File: config.mk
export PLATFORM = sky130hd
export DESIGN_NAME = adc_pkt_rx
export DESIGN_NICKNAME = d
export VERILOG_FILES = /design/src/rtl/adc_pkt_pkg.sv /design/src/rtl/adc_pkt_rx_hold.sv /design/src/rtl/adc_pkt_rx.sv
export SDC_FILE = /design/constraint.sdc
export NUM_CORES = 1
export LEC_CHECK = 0
export BUFFER_PORTS_ARGS = -buffer_cell sky130_fd_sc_hd__buf_4
export CAP_MARGIN = 20
export CORE_UTILIZATION = 49
export CTS_CLUSTER_DIAMETER = 30
export DETAILED_ROUTE_END_ITERATION = 6
export PLACE_DENSITY = 0.75
export SLEW_MARGIN = 15
export SYNTH_ARGS = -nofsm -noshare
export SYNTH_HDL_FRONTEND = slang
export SYNTH_SLANG_ARGS = --single-unit
File: constraint.sdc
create_clock -name clk -period 2.4 [get_ports clk]
set_input_delay 0.24 -clock clk [delete_from_list [all_inputs] [get_ports clk]]
set_output_delay 0.24 -clock clk [all_outputs]
set_load 0.05 [all_outputs]
File: src/rtl/adc_pkt_pkg.sv
// adc_pkt_pkg: shared types and constants for the ADC packet receiver.
//   state_t      - receiver FSM states
//   PKT_LEN_BASE - length of the smallest packet type, in words
//   pkt_len()    - expected words for a 2-bit packet type (216 << type)
package adc_pkt_pkg;

    localparam int DATA_W       = 18;
    localparam int CNT_W        = 11;
    localparam int PKT_LEN_BASE = 216;

    typedef enum logic [1:0] {
        DISABLED = 2'd0,
        SYNC     = 2'd1,
        IDLE     = 2'd2,
        RECV     = 2'd3
    } state_t;

    function automatic logic [CNT_W-1:0] pkt_len(input logic [1:0] pkt_type);
        return CNT_W'(PKT_LEN_BASE) << pkt_type;
    endfunction

endpackage

File: src/rtl/adc_pkt_rx_hold.sv
// adc_pkt_rx_hold: one-word hold stage that frames accepted words.
// A word accepted on one edge sits in the hold register for one cycle so
// the following cycle's valid decides whether it is the last of its run.
//   clk, rst          - clock, synchronous active-high reset
//   flush             - drop the held word without emitting it
//   in_vld/in_first   - accepted word strobe and first-of-run flag
//   in_data           - accepted word
//   rx_data/rx_valid/rx_sop/rx_eop - registered framed output
//   sop_next/eop_next - what rx_sop/rx_eop will be after this edge
module adc_pkt_rx_hold #(
    parameter int DATA_W = 18
) (
    input  logic              clk,
    input  logic              rst,
    input  logic              flush,
    input  logic              in_vld,
    input  logic              in_first,
    input  logic [DATA_W-1:0] in_data,
    output logic [DATA_W-1:0] rx_data,
    output logic              rx_valid,
    output logic              rx_sop,
    output logic              rx_eop,
    output logic              sop_next,
    output logic              eop_next
);

    logic              hold_vld;
    logic              hold_first;
    logic [DATA_W-1:0] hold_data;
    logic              emit;

    assign emit     = hold_vld && !flush;
    assign sop_next = emit && hold_first;
    // No word follows the held one: it closes the run.
    assign eop_next = emit && !in_vld;

    always_ff @(posedge clk) begin
        if (rst) begin
            hold_vld   <= 1'b0;
            hold_first <= 1'b0;
            hold_data  <= '0;
            rx_data    <= '0;
            rx_valid   <= 1'b0;
            rx_sop     <= 1'b0;
            rx_eop     <= 1'b0;
        end else begin
            hold_vld   <= in_vld && !flush;
            hold_first <= in_vld && in_first;
            hold_data  <= in_vld ? in_data : '0;
            rx_valid   <= emit;
            rx_data    <= emit ? hold_data : '0;
            rx_sop     <= sop_next;
            rx_eop     <= eop_next;
        end
    end

endmodule

File: src/rtl/adc_pkt_rx.sv
// adc_pkt_rx: receive side of the ADC capture packet link.
// Delineates contiguous ADC_DATA_VALID runs into sop/eop framed packets,
// checks run length against the configured type and the preceding idle
// gap against cfg_gap, and counts packets and errors.
//   clk, rst                 - CLK_RD clock, synchronous active-high reset
//   cfg_en                   - receiver enable
//   cfg_data_length          - packet type (216 << type words)
//   cfg_gap                  - minimum idle cycles between packets (0 = off)
//   adc_data, adc_data_valid - pad inputs
//   rx_*                     - framed output stream and error/abort pulses
//   pkt_cnt                  - wrapping count of emitted eops
//   err_cnt                  - saturating count of len/gap errors
//   busy                     - receiving a packet
module adc_pkt_rx
    import adc_pkt_pkg::*;
#(
    parameter int DATA_W    = adc_pkt_pkg::DATA_W,
    parameter int CNT_W     = adc_pkt_pkg::CNT_W,
    parameter int PKT_CNT_W = 16,
    parameter int ERR_CNT_W = 8
) (
    input  logic                 clk,
    input  logic                 rst,
    input  logic                 cfg_en,
    input  logic [1:0]           cfg_data_length,
    input  logic [7:0]           cfg_gap,
    input  logic [DATA_W-1:0]    adc_data,
    input  logic                 adc_data_valid,
    output logic [DATA_W-1:0]    rx_data,
    output logic                 rx_valid,
    output logic                 rx_sop,
    output logic                 rx_eop,
    output logic                 rx_len_err,
    output logic                 rx_gap_err,
    output logic                 rx_abort,
    output logic [PKT_CNT_W-1:0] pkt_cnt,
    output logic [ERR_CNT_W-1:0] err_cnt,
    output logic                 busy
);

    state_t             state;
    logic [7:0]         idle_cnt;
    logic [CNT_W-1:0]   word_cnt;
    logic [CNT_W-1:0]   exp_len;
    logic               gap_err_q;
    logic               exempt;

    logic               in_vld;
    logic               in_first;
    logic               sop_next;
    logic               eop_next;
    logic               len_err_next;
    logic               gap_err_next;
    logic               abort_next;
    logic [ERR_CNT_W:0] err_sum;
    logic [ERR_CNT_W-1:0] err_next;

    // Words are only accepted once synced to a run boundary.
    assign in_vld   = cfg_en && adc_data_valid && (state == IDLE || state == RECV);
    assign in_first = (state == IDLE);

    adc_pkt_rx_hold #(.DATA_W(DATA_W)) u_hold (
        .clk      (clk),
        .rst      (rst),
        .flush    (!cfg_en),
        .in_vld   (in_vld),
        .in_first (in_first),
        .in_data  (adc_data),
        .rx_data  (rx_data),
        .rx_valid (rx_valid),
        .rx_sop   (rx_sop),
        .rx_eop   (rx_eop),
        .sop_next (sop_next),
        .eop_next (eop_next)
    );

    // A saturated word_cnt (all ones) never equals a legal length, so
    // overlong runs fall out as length errors.
    assign len_err_next = eop_next && (word_cnt != exp_len);
    assign gap_err_next = sop_next && gap_err_q;
    assign abort_next   = (state == RECV) && !cfg_en;

    // A 1-word packet can raise both flags at once, hence the +2 case.
    assign err_sum  = {1'b0, err_cnt} + (ERR_CNT_W+1)'(len_err_next)
                                      + (ERR_CNT_W+1)'(gap_err_next);
    assign err_next = err_sum[ERR_CNT_W] ? '1 : err_sum[ERR_CNT_W-1:0];

    assign busy = (state == RECV);

    always_ff @(posedge clk) begin
        if (rst) begin
            state      <= DISABLED;
            idle_cnt   <= '0;
            word_cnt   <= '0;
            exp_len    <= '0;
            gap_err_q  <= 1'b0;
            exempt     <= 1'b0;
            rx_len_err <= 1'b0;
            rx_gap_err <= 1'b0;
            rx_abort   <= 1'b0;
            pkt_cnt    <= '0;
            err_cnt    <= '0;
        end else begin
            rx_len_err <= len_err_next;
            rx_gap_err <= gap_err_next;
            rx_abort   <= abort_next;
            err_cnt    <= err_next;
            if (eop_next)
                pkt_cnt <= pkt_cnt + 1'b1;

            if (!cfg_en) begin
                state <= DISABLED;
            end else begin
                case (state)
                    DISABLED: state <= SYNC;
                    // Skip whatever run was in flight when enabled.
                    SYNC: if (!adc_data_valid) begin
                        state    <= IDLE;
                        idle_cnt <= 8'd1;
                        exempt   <= 1'b1;
                    end
                    IDLE: if (adc_data_valid) begin
                        state     <= RECV;
                        word_cnt  <= CNT_W'(1);
                        exp_len   <= CNT_W'(pkt_len(cfg_data_length));
                        gap_err_q <= !exempt && (cfg_gap != 8'd0) && (idle_cnt < cfg_gap);
                        exempt    <= 1'b0;
                    end else if (idle_cnt != 8'hFF) begin
                        idle_cnt <= idle_cnt + 8'd1;
                    end
                    RECV: if (adc_data_valid) begin
                        if (word_cnt != '1)
                            word_cnt <= word_cnt + 1'b1;
                    end else begin
                        state    <= IDLE;
                        idle_cnt <= 8'd1;
                    end
                    default: state <= DISABLED;
                endcase
            end
        end
    end

endmodule

==> Yosys cells after proc, flatten, opt, wreduce, memory -nomap -nowiden <==
Cells that the tools add are included.
{ "classes": {"reduce_logical": 30, "mul": 0, "shift": 1, "n_lt_le_gt_ge": 1, "n_bitwise": 3, "n_eq_ne": 13, "mux": 15, "addsub": 5, "n_div": 0} }
{ "op_table": {"columns": ["cell", "n"], "rows": [
  ["11-bit 2-to-1 mux", 3],
  ["8-bit 2-to-1 mux", 4],
  ["11-bit case mux with 2 select lines", 1],
  ["16-bit by 1-bit adder with 16-bit output (second input constant)", 1],
  ["8-bit case mux with 2 select lines", 1],
  ["1-bit logical AND", 12],
  ["2-bit != test (second input constant)", 6],
  ["11-bit by 1-bit adder with 11-bit output (second input constant)", 1],
  ["11-bit != test", 1],
  ["11-bit != test (second input constant)", 1],
  ["8-bit by 2-bit << shifter with 11-bit output (first input constant)", 1],
  ["5-bit AND reduction", 2],
  ["8-bit by 1-bit adder with 9-bit output", 1],
  ["9-bit by 1-bit adder with 9-bit output", 1],
  ["8-bit by 1-bit adder with 8-bit output (second input constant)", 1],
  ["8-bit less-than comparator", 1],
  ["8-bit != test (second input constant)", 1],
  ["8-bit nonzero test", 1],
  ["2-bit OR reduction", 4],
  ["2-bit case mux with 3 select lines", 1],
  ["2-bit nonzero test", 3],
  ["2-bit == test (second input constant)", 2],
  ["2-bit 2-to-1 mux", 2],
  ["4-bit AND reduction", 1],
  ["other kinds (10)", 15]
]} }
{ "word_totals": {"word_cells": 86, "regBits": 102, "rom_bits": 0, "ramBits": 0, "latchBits": 0, "mem_count": 0} }

==> Depth between registers and ports, before layout <==
Gate-level depths: netlist of the first run.
{ "logic_depth": {"word_depth": 9, "mapped_depth": 11, "depth_no_buf": 11} }

==> Cells and area by module <==
From an unflattened synthesis of the first run, not the netlist that was laid out.
{ "hier_totals": {"cells_unflattened": 431, "hier_area_um2": 4219.0} }
{ "modules_own_cells": {"columns": ["mod", "area_per_inst_um2", "instances", "cells_per_inst", "seq_area_each_um2"], "rows": [
  ["adc_pkt_rx", 2906.5, 1, 337, 1141.1],
  ["adc_pkt_rx_hold", 1312.5, 1, 94, 820.8]
]} }

==> Worst setup path before layout of the first run <==
No wires, ideal clock.
{ "synth_timing": {"path_kind": "register to register", "start": "reg word_cnt[5]", "end": "reg err_cnt[4]", "t_required_ns": 2.330, "n_path_buf": 0, "period_less_slack_ns": 2.292, "stages_incl_launch_ff": 11, "path_slack_ns": 0.108, "arrival_time_ns": 2.222, "path_cell_list": "dfxtp_1 or3_1 a2111oi_0 a21o_1 fa_1 inv_1 ha_1 inv_1 nor2_1 or2_2 a21oi_1"} }
{ "synth_between": {"elab_chain_cells": 5} }
{ "synth_rtl": {"columns": ["item", "line", "rtl"], "rows": [
  ["from (decl)", "adc_pkt_rx.sv:43", "logic [CNT_W-1:0] word_cnt;"],
  ["from (signal assigned)", "adc_pkt_rx.sv:133", "word_cnt <= word_cnt + 1'b1;"],
  ["11-bit != test", "adc_pkt_rx.sv:79", "assign len_err_next = eop_next && (word_cnt != exp_len);"],
  ["1-bit logical AND", "adc_pkt_rx.sv:79", null],
  ["8-bit by 1-bit adder with 9-bit output", "adc_pkt_rx.sv:84", "assign err_sum = {1'b0, err_cnt} + (ERR_CNT_W+1)'(len_err_next)"],
  ["9-bit by 1-bit adder with 9-bit output", "adc_pkt_rx.sv:85", "+ (ERR_CNT_W+1)'(gap_err_next);"],
  ["8-bit 2-to-1 mux", "adc_pkt_rx.sv:86", "assign err_next = err_sum[ERR_CNT_W] ? '1 : err_sum[ERR_CNT_W-1:0];"],
  ["to (signal assigned)", "adc_pkt_rx.sv:107", "err_cnt <= err_next;"],
  ["to (decl)", "adc_pkt_rx.sv:37", "output logic [ERR_CNT_W-1:0] err_cnt,"]
]} }
No other way between the ends.
A chain may end at the register's enable or synchronous reset.

==> Worst setup path after layout of the first run <==
{ "layout_timing": {"start": "reg word_cnt[5]", "end": "reg err_cnt[3]"} }
The elaborated chain is that of the path after synthesis.

==> results.json, run 1 <==
{
  "outcome": "finished clean",
  "critical_path_arrival_ns": 2.59,
  "grt_pass1_vias": 3120,
  "final-hold-violation-count": 0,
  "relSlewSlack_pct": 60.6,
  "wl_um": 8770,
  "total_power_mw": 2.76,
  "cp-start-kind": "flop",
  "cp.required_ns": 2.64,
  "crit_type": "reg2reg",
  "cap_violations": 0,
  "hpwl_um": 6150,
  "grtUsageTotal_pct": 21.3,
  "async_flop_share_pct": 0,
  "fmaxAchievable_mhz": 425,
  "vias_per_cell": 5.48,
  "cts.path.max_buffers": 2,
  "worst_slew_pin_slew_ns": 0.576,
  "dieArea_um2": 8480,
  "gr-total-overflow": 0,
  "insertion_delay_ns": 0.36,
  "crit_fanout": 5,
  "layout_commonest_cell": "buf_4",
  "gp_congestion": 0.843,
  "ys_seq_area_share_pct": 49.3,
  "powerDensity_nw_per_um2": 549,
  "clkSlewWorstSetupHoldPaths_ns": 0.10,
  "portBuffers": 80,
  "insertedDiodeCount": 0,
  "numCtsBuffers": 9,
  "antenna_found_initial": 0,
  "regArea_um2": 1970,
  "dp_slack_ns": -0.0703,
  "routedWlPerCell_um": 14.0,
  "syn_nets": 480,
  "min_path_type": "in2reg",
  "yosysUniqueCellTypes": 52,
  "ios": 81,
  "drive_gt1_share_pct": 25.7,
  "cp-startpoint": "word_cnt[5]$_SDFFE_PP0P_",
  "cts_hold_buf": 0,
  "min_period_ns": 2.35,
  "chipHeight_um": 92.1,
  "synth_edf_count": 0,
  "initial_core_util_pct": 50.9,
  "worst_ir_drop_vdd_uv": 251,
  "rows": 32,
  "final_cell_mix": "buf_4 (98), dfxtp_1 (94), and3_1 (40), a21oi_1 (36), nand2_1 (29)",
  "coreArea_um2": 7810,
  "fin_skew_ns": 0.0112,
  "cp-end-kind": "flop",
  "r2r_end": "err_cnt[3]$_SDFF_PP0_",
  "vias": 3435,
  "r2r_slack_ns": 0.05,
  "avgSynthCellArea_um2": 9.23,
  "worst_slack_ns": 0.0478,
  "grt_max_degree": 43,
  "reg2reg_depth": 12,
  "min_period_over_period_pct": 98.0,
  "synth-main-ff-cell": "dfxtp_1",
  "fin_nets": 569,
  "dr.first_iter.drc_count": 239,
  "clock-sinks": 98,
  "drv_slew": 0,
  "num-fill-cells": 681,
  "ys_ff_latch": 98,
  "syn-instance-count": 431,
  "htreeDepth": 3,
  "grt_pass1_wl_um": 14400,
  "synth_area_um2": 3980,
  "finalSetupViolCount": 0,
  "route.detailed.drc": 0,
  "cts_tree": "done",
  "holdWs_ns": 0.103,
  "area.growth.synth_to_final_pct": 26.3,
  "rr_startpoint": "word_cnt[5]$_SDFFE_PP0P_",
  "drtPass1Iterations": 6,
  "synth_warnings": 0,
  "postRouteAntennaNets": 0,
  "multi_input_comb_area_um2": 1910,
  "leakagePower_nw": 2.17,
  "root_buffer": "clkbuf_8",
  "die_w_um": 92.1,
  "cp-endpoint": "err_cnt[3]$_SDFF_PP0_"
}
sequential cells by signal (all words and copies together) (netlist names):
name	flops
u_hold.rx_sop	1
exp_len	7
err_cnt	8
rx_gap_err	1
word_cnt	11
u_hold.rx_valid	1
gap_err_q	1
u_hold.hold_vld	1
u_hold.hold_first	1
rx_len_err	1
rx_abort	1
u_hold.hold_data	18
state	2
idle_cnt	8
pkt_cnt	16
u_hold.rx_eop	1
exempt	1
u_hold.rx_data	18
cell type report:
class	instances	area share [%]
clock inverters	6	1.15
flip-flops and latches	98	39.2
clock buffers	10	2.54
multi-input cells	288	37.9
repair buffers	99	14.9
well taps	102	2.54
inverters	24	1.79
stage by stage:
stage	TNS, ns	utilization [%]	std cells	area, µm²
2_1_floorplan	0	-	431	3980
6_report	0	64.3	627	5020
3_3_place_gp	-0.0171	60.9	610	4760
3_5_place_dp	-0.412	60.9	610	4760
4_1_cts	0	63.5	626	4960
5_1_grt	-0.0956	64.3	627	5020
routing by layer:
metal,vias to the layer above,global-route usage [%],share of wire [%]
li1,1715,-,-
met1,1611,28.0,46
met2,96,35.1,48
met3,13,3.65,4.4
met4,0,7.81,1.5
met5,-,0,0
repair_timing:
item                                    in CTS  in global routing
endpoints found under the setup margin       7                  7
buffers inserted                             0                  1
gates resized for setup                      6                 13
pin swaps                                    2                  6
gates cloned                                 0                  0
worst max-delay path, cell delays in order (launching register included):
cell       delay [ns]
dfxtp_2          0.33
or3_1            0.38
a2111oi_2        0.35
buf_4            0.16
a21o_1           0.13
fa_2             0.21
inv_2            0.05
ha_4             0.16
inv_2            0.06
nor2_4           0.05
nand4_1          0.12
buf_4            0.15
a21oi_1          0.07
logic make-up after synthesis:
group           count (synthesis)  share of synthesized area [%]
simple gates                  171                           24.0
flops                          98                           49.3
compound gates                 81                           12.3
buf+inv                        45                           4.56
fa+ha+maj                      17                           5.54
xor+xnor                       16                           3.52
mux                             3                          0.755
cells in the mapped netlist (2+ instances only):
cell | count | area share, %
a21oi_1 | 37 | 4.7
o31ai_1 | 9 | 1.7
nor4_1 | 6 | 0.94
a2111oi_0 | 2 | 0.44
and4b_1 | 2 | 0.50
mux2i_1 | 3 | 0.75
nor3_1 | 3 | 0.38
or4_1 | 10 | 1.9
xor2_1 | 6 | 1.3
nand4_1 | 9 | 1.4
xnor2_1 | 10 | 2.2
or3_1 | 16 | 2.5
dfxtp_1 | 98 | 49
o21ai_0 | 16 | 2.0
nor2b_1 | 2 | 0.31
clkbuf_1 | 16 | 1.5
and4_1 | 2 | 0.44
nand3_1 | 16 | 2.0
nor2_1 | 25 | 2.4
nand4b_1 | 2 | 0.44
ha_1 | 16 | 5.0
a211oi_1 | 4 | 0.75
buf_1 | 2 | 0.19
and3_1 | 40 | 6.3
inv_1 | 24 | 2.3
nand2_1 | 29 | 2.7
power breakdown:
| part | switching, mW | leakage [nW] | total [mW] | internal (mW) |
|---|---|---|---|---|
| logic | 0.0587 | 1.29 | 0.111 | 0.0525 |
| clock network | 0.607 | 0.0889 | 1.01 | 0.403 |
| registers | 0.00494 | 0.792 | 1.63 | 1.63 |
worst min path at each step:
stage                                                 to                            start  depth (start not counted)
after floorplan               u_hold.rx_valid$_SDFF_PP0_                              rst                          1
after global placement     u_hold.rx_data[14]$_SDFF_PP0_  u_hold.hold_data[14]$_SDFF_PP0_                          1
after detailed placement   u_hold.rx_data[13]$_SDFF_PP0_  u_hold.hold_data[13]$_SDFF_PP0_                          1
after CTS                 u_hold.hold_data[1]$_SDFF_PP0_                      adc_data[1]                          2
after global routing      u_hold.hold_data[2]$_SDFF_PP0_                      adc_data[2]                          2
final                     u_hold.hold_data[1]$_SDFF_PP0_                      adc_data[1]                          2
(Power assumes the default switching activity.)
==> run 2, diff against run 1 <==
--- a/config.mk
+++ b/config.mk
@@ -7,6 +7,7 @@
 export LEC_CHECK = 0
 export BUFFER_PORTS_ARGS = -buffer_cell sky130_fd_sc_hd__buf_4
 export CAP_MARGIN = 20
+export CORE_ASPECT_RATIO = 0.7
 export CORE_UTILIZATION = 49
 export CTS_CLUSTER_DIAMETER = 30
 export DETAILED_ROUTE_END_ITERATION = 6
==> results.json, run 2 (synthesis results as in run 1) <==
{
  "outcome": "finished clean",
  "wl_met1_um": 4270,
  "switching_share_pct": 22.9,
  "insertedDiodeCount": 0,
  "leakagePower_nw": 2.22,
  "relSlewSlack_pct": 59.5,
  "cp-startpoint": "exp_len[8]$_SDFFE_PP0P_",
  "hpwl_um": 6570,
  "drtPass1Iterations": 6,
  "htreeDepth": 3,
  "stdcell_area_um2": 5120,
  "crit_type": "reg2reg",
  "route.detailed.drc": 0,
  "area.growth.synth_to_final_pct": 28.7,
  "vias_per_cell": 5.56,
  "min_period_over_period_pct": 97.0,
  "rows": 27,
  "finalSetupViolCount": 0,
  "worst_ir_drop_vdd_uv": 459,
  "gp_congestion": 0.834,
  "largestRegisters": "u_hold.hold_data: 18 flops, u_hold.rx_data: 18 flops, pkt_cnt: 16 flops",
  "clock-sinks": 98,
  "total_power_mw": 3.16,
  "crit_top_cell": "inv_2",
  "powerDensity_nw_per_um2": 617,
  "critical_path_arrival_ns": 2.54,
  "dr_wl_met2_um": 4280,
  "numCtsBuffers": 9,
  "die_w_um": 110,
  "chipHeight_um": 77.4,
  "cpPeakStageDelay_ns": 0.39,
  "portBuffers": 80,
  "drive_gt1_share_pct": 25.0,
  "grt_max_degree": 42,
  "initial_core_util_pct": 50.5,
  "antenna_found_initial": 0,
  "cp-end-kind": "flop",
  "final_cell_mix": "dfxtp_1 (98), buf_4 (98), and3_1 (40), a21oi_1 (36), nand2_1 (29)",
  "cap_violations": 0,
  "grt_setup_unrepaired": "true",
  "crit_family": "simple AND/OR/NAND/NOR gates",
  "post-route-util_pct": 65.0,
  "postRouteAntennaNets": 0,
  "grt_pass1_vias": 3189,
  "postCtsSetupBuffers": 0,
  "vias": 3474,
  "min_from": "adc_data[4]",
  "cpMaxStageDelayCell": "or3_4",
  "wl_um": 9340,
  "p_int_mw": 2.44,
  "root_buffer": "clkbuf_16",
  "power_frac_seq_pct": 51.7,
  "ios": 81,
  "rr_startpoint": "exp_len[8]$_SDFFE_PP0P_",
  "routedWlPerCell_um": 14.9,
  "cts_hold_buf": 0,
  "pwr-share-clk_pct": 44.7,
  "drv_slew": 0,
  "grt_pass1_wl_um": 15100,
  "fin_skew_ns": 0.00802,
  "fmaxAchievable_mhz": 430,
  "cp-start-kind": "flop",
  "dr.first_iter.drc_count": 271,
  "dieArea_um2": 8490,
  "min_period_ns": 2.33,
  "gr-total-overflow": 0,
  "min_path_type": "in2reg",
  "final-hold-violation-count": 0,
  "worst-path-buf-inv": 3,
  "clkSlewWorstSetupHoldPaths_ns": 0.07,
  "insertion_delay_ns": 0.35,
  "crit_fanout": 6,
  "highest_layer": "met4",
  "wl_met3_um": 657,
  "crit_chain": "or3_4 -> a2111oi_4 -> buf_4 -> a21o_1 -> fa_2 -> inv_2 -> ha_4 -> inv_2 -> nor2_4 -> nand4_1 -> a21oi_1",
  "power.switching_uw": 723,
  "cts_tree": "done",
  "cts.path.max_buffers": 2,
  "power_frac_comb_pct": 3.6,
  "placed_cell_area_um2": 4750,
  "cp.required_ns": 2.61,
  "coreArea_um2": 7870,
  "grtUsageTotal_pct": 23.2,
  "fin_nets": 568,
  "worst_slew_pin_slew_ns": 0.598
}
==> run 2: changes by cell type in the layout (fill, tap and decap cells not counted), moves of 4 or more <==
cell	change
clkbuf_16	+9
clkbuf_8	-8
dfxtp_1	+4
dfxtp_2	-4
==> run 2: power groups by stage <==
stage	clock network, mW	logic [mW]	registers (mW)
finish	1.41	0.113	1.63
global route	1.50	0.124	1.63
CTS	1.43	0.112	1.63
detailed placement	0	0.111	1.67
global placement	0	0.107	1.67
floorplan	0	0.0497	1.67
==> run 2: metrics by stage <==
step / setup slack, ns / setup TNS, ns / hold WS [ns] / std cells
floorplan: 0.108 / 0 / 0.320 / 431
global placement: -0.114 / -0.438 / 0.441 / 609
detailed placement: -0.110 / -0.431 / 0.444 / 609
CTS: 0.0134 / 0 / 0.113 / 625
global route: -0.0418 / -0.126 / 0.117 / 625
finish: 0.0729 / 0 / 0.119 / 625
==> run 2: layer usage <==
layer,track usage [%],up-vias
met5,0,-
met4,7.73,0
met3,6.22,13
met2,36.1,126
met1,31.0,1622
li1,-,1713
==> run 2: cell type report <==
type                       count  area [µm²]
clock inverter                 6        56.3
tap                          101         126
clock buffer                  10         239
fill                         650        2750
inverter                      24        90.1
multi-input combinational    288        1910
sequential                    98        1960
timing repair buffer          98         736
==> run 2: what timing repair did <==
action,4_1_cts,5_1_grt
pin swaps,6,4
gates resized for setup,9,6
endpoints found under the setup margin,7,7
==> run 2: path summary, 6_finish.rpt <==
kind	slack, ns	cells after the start	endpoint
setup reg to reg	0.07	11	err_cnt[3]$_SDFF_PP0_
setup / recovery	0.07	11	err_cnt[3]$_SDFF_PP0_
hold reg to reg	0.46	1	u_hold.rx_data[9]$_SDFF_PP0_
hold / removal	0.12	2	u_hold.hold_data[4]$_SDFF_PP0_
==> run 2: worst register-to-register path: stages, from the launching register on <==
cell and delay (ns):
dfxtp_1 0.32, or3_4 0.39, a2111oi_4 0.31, buf_4 0.17, a21o_1 0.13, fa_2 0.21
inv_2 0.05, ha_4 0.16, inv_2 0.06, nor2_4 0.05, nand4_1 0.24, a21oi_1 0.12
==> run 3, diff against run 2 <==
--- a/config.mk
+++ b/config.mk
@@ -5,7 +5,7 @@
 export SDC_FILE = /design/constraint.sdc
 export NUM_CORES = 1
 export LEC_CHECK = 0
-export BUFFER_PORTS_ARGS = -buffer_cell sky130_fd_sc_hd__buf_4
+export BUFFER_PORTS_ARGS = -buffer_cell sky130_fd_sc_hd__buf_2
 export CAP_MARGIN = 20
 export CORE_ASPECT_RATIO = 0.7
 export CORE_UTILIZATION = 49
==> results.json, run 3 (synthesis results as in run 1) <==
{
  "root_buffer": "clkbuf_16",
  "dr_wl_met2_um": 4320,
  "relSlewSlack_pct": 58.0,
  "clock-sinks": 98,
  "total_power_mw": 3.18,
  "numCtsBuffers": 9,
  "multi_input_comb_area_um2": 1910,
  "drv_slew": 0,
  "dieArea_um2": 8490,
  "insertedDiodeCount": 0,
  "power.switching_uw": 686,
  "clkSlewWorstSetupHoldPaths_ns": 0.07,
  "insertion_delay_ns": 0.34,
  "crit_fanout": 6,
  "postRouteAntennaNets": 0,
  "grt_pass1_vias": 3195,
  "rows": 27,
  "grt_setup_unrepaired": "true",
  "coreArea_um2": 7870,
  "antenna_found_initial": 0,
  "initial_core_util_pct": 50.5,
  "powerDensity_nw_per_um2": 640,
  "grt_pass1_wl_um": 14800,
  "worst_ir_drop_vdd_uv": 449,
  "ios": 81,
  "fin_skew_ns": 0.0107,
  "dp_slack_ns": -0.0776,
  "fin_nets": 572,
  "htreeDepth": 3,
  "worst_slack_ns": -0.0382,
  "hpwl_um": 6520,
  "vias_per_cell": 5.49,
  "cp-start-kind": "flop",
  "final_cell_mix": "dfxtp_1 (96), buf_2 (80), and3_1 (40), a21oi_1 (35), nand2_1 (29)",
  "wl_met3_um": 495,
  "num-fill-cells": 681,
  "gp_congestion": 0.849,
  "layout_commonest_cell": "dfxtp_1",
  "area.growth.synth_to_final_pct": 24.8,
  "regArea_um2": 1960,
  "power_frac_seq_pct": 51.4,
  "cap_violations": 0,
  "failed_checks": "setup timing",
  "routedWlPerCell_um": 14.7,
  "cp.required_ns": 2.60,
  "drtPass1Iterations": 5,
  "drive_gt1_share_pct": 26.1,
  "die_w_um": 110,
  "final-hold-violation-count": 0,
  "chipHeight_um": 77.4,
  "leakagePower_nw": 2.23,
  "largestRegisters": "u_hold.hold_data: 18 flops, u_hold.rx_data: 18 flops, pkt_cnt: 16 flops",
  "min_path_type": "in2reg",
  "grtUsageTotal_pct": 22.6,
  "wl_met1_um": 4260,
  "post-route-util_pct": 63.0,
  "fin_setup_tns_ns": -0.153,
  "switching_share_pct": 21.6,
  "cts_hold_buf": 0,
  "vias": 3453,
  "grt_max_degree": 43,
  "fmaxAchievable_mhz": 410,
  "power_frac_comb_pct": 3.1,
  "pwr-share-clk_pct": 45.5,
  "finalSetupViolCount": 5,
  "min_period_over_period_pct": 102,
  "cp-end-kind": "flop",
  "cts_tree": "done",
  "portBuffers": 80,
  "wl_um": 9230,
  "stdcell_area_um2": 4960,
  "highest_layer": "met4",
  "min_period_ns": 2.44,
  "route.detailed.drc": 0,
  "crit_type": "reg2reg",
  "cts.path.max_buffers": 2,
  "critical_path_arrival_ns": 2.64,
  "dr.first_iter.drc_count": 257,
  "outcome": "complete, but fails checks",
  "p_int_mw": 2.49,
  "placed_cell_area_um2": 4570,
  "gr-total-overflow": 0,
  "worst_slew_pin_slew_ns": 0.620
}
[run 3: cell count changes in the layout (fill, tap and decap cells not counted), moves of 2 or more]
| cell | before | now |
|---|---|---|
| buf_2 | 0 | 80 |
| buf_4 | 98 | 22 |
| dfxtp_1 | 98 | 96 |
| dfxtp_2 | 0 | 2 |
[run 3: area by class of cell]
| type | count | share of cell area (%) |
|---|---|---|
| timing repair buffer | 102 | 11.4 |
| multi-input combinational | 288 | 38.6 |
| inverter | 24 | 1.82 |
| sequential | 98 | 39.6 |
| clock buffer | 10 | 4.61 |
| tap | 101 | 2.55 |
| clock inverter | 6 | 1.46 |
[run 3: path summary, 6_finish.rpt]
check	startpoint	slack [ns]	cells after the start	endpoint
setup / recovery	exp_len[8]$_SDFFE_PP0P_	-0.04	11	err_cnt[3]$_SDFF_PP0_
hold / removal	adc_data[12]	0.13	2	u_hold.hold_data[12]$_SDFF_PP0_
setup reg to reg	exp_len[8]$_SDFFE_PP0P_	-0.04	11	err_cnt[3]$_SDFF_PP0_
hold reg to reg	u_hold.hold_data[9]$_SDFF_PP0_	0.46	1	u_hold.rx_data[9]$_SDFF_PP0_
[run 3: per-layer routing]
metal	vias to the layer above	global-route usage (%)
li1	1727	-
met1	1625	29.0
met2	84	36.5
met3	17	6.22
met4	0	7.87
met5	-	0
[run 3: power groups by stage]
stage          registers, mW  logic (mW)  clock network (mW)
3_5_place_dp            1.67      0.0968                   0
4_1_cts                 1.63      0.0976                1.48
5_1_grt                 1.63       0.110                1.54
3_3_place_gp            1.67      0.0936                   0
2_1_floorplan           1.67      0.0497                   0
6_report                1.63      0.0990                1.44
[run 3: stage by stage]
step	hold slack, ns	instances
CTS	0.116	627
floorplan	0.320	431
global route	0.118	629
global placement	0.441	611
detailed placement	0.444	611
finish	0.128	629
[run 3: worst max-delay path, cell delays in order, from the launching register on]
cell and delay, ns:
dfxtp_2 0.32, or3_4 0.39, a2111oi_4 0.39, buf_4 0.18
a21o_1 0.12, fa_2 0.20, inv_2 0.05, ha_4 0.16
inv_2 0.06, nor2_4 0.04, nand4_1 0.26, a21oi_1 0.12
[run 3: repair_timing]
| action | 4_1_cts | 5_1_grt |
|---|---|---|
| pin swaps | 2 | 6 |
| setup endpoints to repair | 7 | 8 |
| buffers inserted | 0 | 2 |
| resized for setup | 4 | 14 |
